$ cat src/rtl/prescaler_tap_sync.sv
// Run-time selectable 2^k prescaler producing a one-cycle clock-enable pulse.
// Tap changes are deferred to the active tap's period boundary so no runt period is emitted.
module prescaler_tap_sync #(
  parameter int NUM_TAPS  = 6,
  parameter int SEL_W     = 3,
  parameter int RESET_SEL = 0
) (
  input  logic             clk,
  input  logic             rst,
  input  logic             en_i,
  input  logic [SEL_W-1:0] sel_i,
  output logic             tick_o,
  output logic [SEL_W-1:0] active_sel_o,
  output logic             busy_o
);

  localparam int CNT_W = (NUM_TAPS > 1) ? NUM_TAPS - 1 : 1;
  localparam logic [SEL_W-1:0] MAX_SEL = SEL_W'(NUM_TAPS - 1);
  localparam logic [SEL_W-1:0] RST_SEL = SEL_W'(RESET_SEL);

  logic [CNT_W-1:0] cnt;
  logic [SEL_W-1:0] act;
  logic [SEL_W-1:0] pend;
  logic [SEL_W-1:0] sel_clamped;
  logic [CNT_W:0]   mask_full;
  logic [CNT_W-1:0] mask;
  logic             hit;

  // The mask is built one bit wider so the largest tap (act == CNT_W) does not overflow.
  always_comb begin
    sel_clamped = (sel_i > MAX_SEL) ? MAX_SEL : sel_i;
    mask_full   = ((CNT_W + 1)'(1) << act) - (CNT_W + 1)'(1);
    mask        = mask_full[CNT_W-1:0];
    hit         = ((cnt & mask) == mask);
  end

  // NOTE: non-blocking assignments here so every register samples the pre-edge values of
  // act, pend and cnt; the boundary switch relies on reading the old pend.
  always_ff @(posedge clk) begin
    if (rst) begin
      cnt    <= '0;
      act    <= RST_SEL;
      pend   <= RST_SEL;
      tick_o <= 1'b0;
    end else begin
      pend <= sel_clamped;
      if (en_i) begin
        tick_o <= hit;
        if (hit && (pend != act)) begin
          act <= pend;
          cnt <= '0;
        end else begin
          cnt <= cnt + CNT_W'(1);
        end
      end else begin
        // Idle: nothing downstream is counting, so the switch can be applied at once.
        tick_o <= 1'b0;
        cnt    <= '0;
        act    <= pend;
      end
    end
  end

  assign active_sel_o = act;
  assign busy_o       = (pend != act);

endmodule
$ cat config.mk
export PLATFORM = sky130hd
export DESIGN_NAME = prescaler_tap_sync
export DESIGN_NICKNAME = d
export VERILOG_FILES = /design/src/rtl/prescaler_tap_sync.sv
export SDC_FILE = /design/constraint.sdc
export NUM_CORES = 1
export LEC_CHECK = 0
export CORE_UTILIZATION = 40
export DETAILED_ROUTE_END_ITERATION = 8
export PLACE_DENSITY = 0.65
export SLEW_MARGIN = 20
export SYNTH_ARGS = -nofsm -noshare
export SYNTH_HDL_FRONTEND = slang
export SYNTH_SLANG_ARGS = --single-unit
$ cat constraint.sdc
create_clock -name clk -period 3.3 [get_ports clk]
set_clock_uncertainty 0.1 [all_clocks]
set_input_delay 0.825 -clock clk [delete_from_list [all_inputs] [get_ports clk]]
set_output_delay 0.825 -clock clk [all_outputs]
set_load 0.05 [all_outputs]
Word-level counts from Yosys, hierarchy flattened:

Index checks and enable logic that the tools add are counted.

* $add $sub $neg: 2
* multipliers: 0
* div/mod/pow operators: 0
* order comparisons: 1
* eq/ne operators: 3
* shift operators: 1
* mux-type cells: 3
* bitwise gates (word level): 2
* reduce and logical (&&, ||, !) cells: 4

Operators with widths (count)
* two-way mux 3 bit: 3
* adder 5 x 1 -> 5 bit (second input constant): 1
* bitwise AND 5 bit: 1
* equality test 5 bit: 1
* << shifter 1 x 3 -> 5 bit (first input constant): 1
* subtractor 5 x 2 -> 5 bit (second input constant): 1
* OR reduction 2 bit: 2
* greater-than comparator 3 bit (second input constant): 1
* inequality test 3 bit: 1
* OR reduction 3 bit: 1
* inequality test 2 x 1 -> 1 bit (second input constant): 1
* logical AND 1 bit: 1
* NOT 1 bit: 1

* register bits: 12
* latch bits: 0
* RAM bits: 0
* ROM bits: 0
* output and inout port bits: 5
* memories kept: 0

Longest topological paths before layout:

* word-level depth: 7
* mapped depth: 9

Worst setup path before layout:

OpenSTA, ideal clock, no wires.

* path type: reg2out
* start: reg act[2] (netlist: active_sel_o[2])
* end: out busy_o
* arrival: 1422 ps
* data required time: 2375 ps
* slack: 953 ps
* cell stages (with the launch flop): 4
* buffers on the path: 1
* cell sequence: dfxtp_1 > buf_4 > xnor2_1 > nand3_1

* longest elaborated chain between the ends: 1

Ends and longest elaborated chain
* start, declared: line 22 `logic [SEL_W-1:0] act;`
* start signal, assigned: line 50 `act <= pend;`
* start signal, assigned: line 59 `act <= pend;`
* inequality test 3 bit: line 65 `assign busy_o = (pend != act);`
* end, declared: line 14 `output logic busy_o`

Every way passes these cells.

Worst setup path after layout:

Ends and elaborated chain as after synthesis.

==> results.py <==
metrics = {
    "outcome": {
        "outcome": "completed",
    },
    "timing": {
        "finalSetupViolations": 0,
        "max_slew_margin": 0.668,
        "rsz0062_at_grt": "false",
        "fin_crit_ps": 2760,
        "fin_crit_sh": 0.837,
        "whs_ps": 390,
        "drv_slew": 0,
        "worstMarginPinSlew_ps": 496,
        "hold_violations": 0,
        "timing.fmax_mhz": 362,
        "fin_setup_tns_ps": 0,
    },
    "yosys": {
        "synthDistinctLibCells": 24,
        "async_flop_share": 0,
        "syn_avg_cell_area_um2": 9.62,
        "synth_edf_count": 0,
        "yosys_warnings": 0,
        "yosys_register_bits": 12,
        "syn_inst": 67,
        "syn_nets": 75,
        "syn_area_um2": 644,
        "synthFlopType": "dfxtp_1",
        "yosysSeqAreaShare": 0.373,
    },
    "route": {
        "drt_iter0_drc": 10,
        "via_per_inst": 5.06,
        "drt-total-wl_um": 992,
        "ant_nets": 0,
        "wl_per_cell_um": 10.7,
        "drc": 0,
        "dr.pass1.iters": 4,
        "num_vias": 471,
    },
    "clock_network": {
        "tritoncts": "done",
        "cts_buffer_depth": 2,
        "clk_pin_slew_ps": 70,
        "clock-root-buffer": "clkbuf_4",
        "cts_setup_buffers": 0,
        "numCtsBuffers": 3,
        "htreeDepth": 1,
        "cts_hold_buffers": 0,
        "cts-resized-gates": 0,
        "clkLatencyLatePin_ps": 260,
        "cts_sinks": 12,
    },
    "setup_path": {
        "end_kind": "output pin",
        "cp_top_family": "buffers and inverters",
        "critPathBufInv": 1,
        "arrival_ps": 1840,
        "path_depth": 3,
        "reg2reg_depth": 7,
        "slowest_delay_ps": 810,
        "crit_type": "flop to output pin",
        "crit_path_top_delay_cell": "clkdlybuf4s50_1",
        "path_cells": "xnor2_1 -> nand3_1 -> clkdlybuf4s50_1",
        "worstPathRequired_ps": 2370,
        "cp-start-kind": "flop",
        "path_max_fanout": 9,
    },
    "die": {
        "dieArea_mm2": 0.00178,
        "die_w_um": 42.1,
        "start_util": 0.428,
        "fp-row-count": 14,
        "pin_count": 11,
        "die_y_um": 42.1,
        "core_area_mm2": 0.00151,
    },
    "power": {
        "power.density_mw_per_mm2": 623,
        "p_leak_uw": 0.000291,
        "irDropWorstVdd_mv": 0.309,
    },
    "global_routing": {
        "grt_overflow_total": 0,
        "grt_pass1_wl_mm": 1.68,
        "gr-usage-all-layers": 0.126,
        "grt_pass1_vias": 426,
        "grt_max_degree": 11,
        "antenna_found_initial": 0,
    },
    "finish": {
        "n_antenna_cell": 0,
        "post-route-cell-area_um2": 768,
        "fin_util": 0.510,
        "layout-drive-gt1-share": 0.0909,
        "area_delta_synth_final_pct": 19.2,
        "finalNetCount": 87,
        "mostFrequentLayoutCells": "dfxtp_1 (12), clkdlybuf4s50_1 (10), nand2b_1 (7), xnor2_1 (6), nor3_1 (6)",
        "fill_cells": 159,
        "layout_commonest_cell": "dfxtp_1",
    },
    "placement": {
        "post_dp_cell_area_um2": 746,
        "hpwlAfterDp_um": 786,
        "gp_congestion": 0.725,
        "io_buffer_count": 10,
    },
    "hold_path": {
        "holdPathStages": 2,
        "hp-class": "flop to flop",
    },
    "run": {
        "max_cap_violations": 0,
    },
}
state kept, by name, summed over array words and instances, names as in the netlist:
name and flops:
tick_o 1, cnt 5, active_sel_o 3, pend 3
through the flow:
stage               power (µW)  setup slack [ps]  instances
detailed placement         401               826         90
finish                     479               537         93
CTS                        487               526         93
global route               511               441         93
global placement           401               840         90
floorplan                  355               953         67
Yosys cell counts, types with 3 or more instances:
cell,instances,area share
a21oi_1,3,0.023
dfxtp_1,12,0.37
inv_1,3,0.017
mux2i_1,3,0.047
nand2b_1,7,0.068
nand3_1,3,0.023
nor2_1,4,0.023
nor3_1,6,0.047
xnor2_1,6,0.082
tightest hold or removal path, delay by kind of cell (launching register included):
| family | cells | cell delay [ps] |
|---|---|---|
| flops | 1 | 320 |
| simple gates | 1 | 70 |
| mux | 1 | 60 |
kinds of logic (layout without fill, tap and decap cells):
group           after synthesis  in the layout  synth area share
compound gates                8              8             0.130
xor+xnor                      7              7            0.0951
fa+ha+maj                     2              2            0.0388
buf+inv                       6             16            0.0466
flops                        12             12             0.373
mux                           3              3            0.0466
simple gates                 29             29             0.270
worst paths after layout:
check / start / endpoint / slack (ps)
hold / removal: pend[2]$_SDFF_PP0_ / active_sel_o[2]$_SDFFE_PP0P_ / 390
setup reg to reg: active_sel_o[0]$_SDFFE_PP0P_ / cnt[3]$_SDFF_PP0_ / 1180
hold reg to reg: pend[2]$_SDFF_PP0_ / active_sel_o[2]$_SDFFE_PP0P_ / 390
setup / recovery: active_sel_o[2]$_SDFFE_PP0P_ / busy_o / 540
routing by layer:
metal / track usage / up-vias / share of wire
met5: 0 / - / 0
met4: 0.0750 / 0 / 0
met3: 0.0259 / 0 / 0.039
met2: 0.203 / 7 / 0.46
met1: 0.153 / 214 / 0.50
li1: - / 250 / -
cell type report:
class / count / area, µm² / share of cell area
Multi-Input combinational cell: 49 / 374 / 0.487
Inverter: 3 / 11.3 / 0.0147
Timing Repair Buffer: 10 / 100 / 0.130
Tap cell: 16 / 20.0 / 0.0261
Clock buffer: 3 / 22.5 / 0.0293
Sequential cell: 12 / 240 / 0.313
power by group:
group          internal (µW)  switching [µW]  total [µW]
logic                    100             119         220
registers                158            16.6         174
clock network           42.1            42.5        84.5
(Power assumes the default switching activity.)
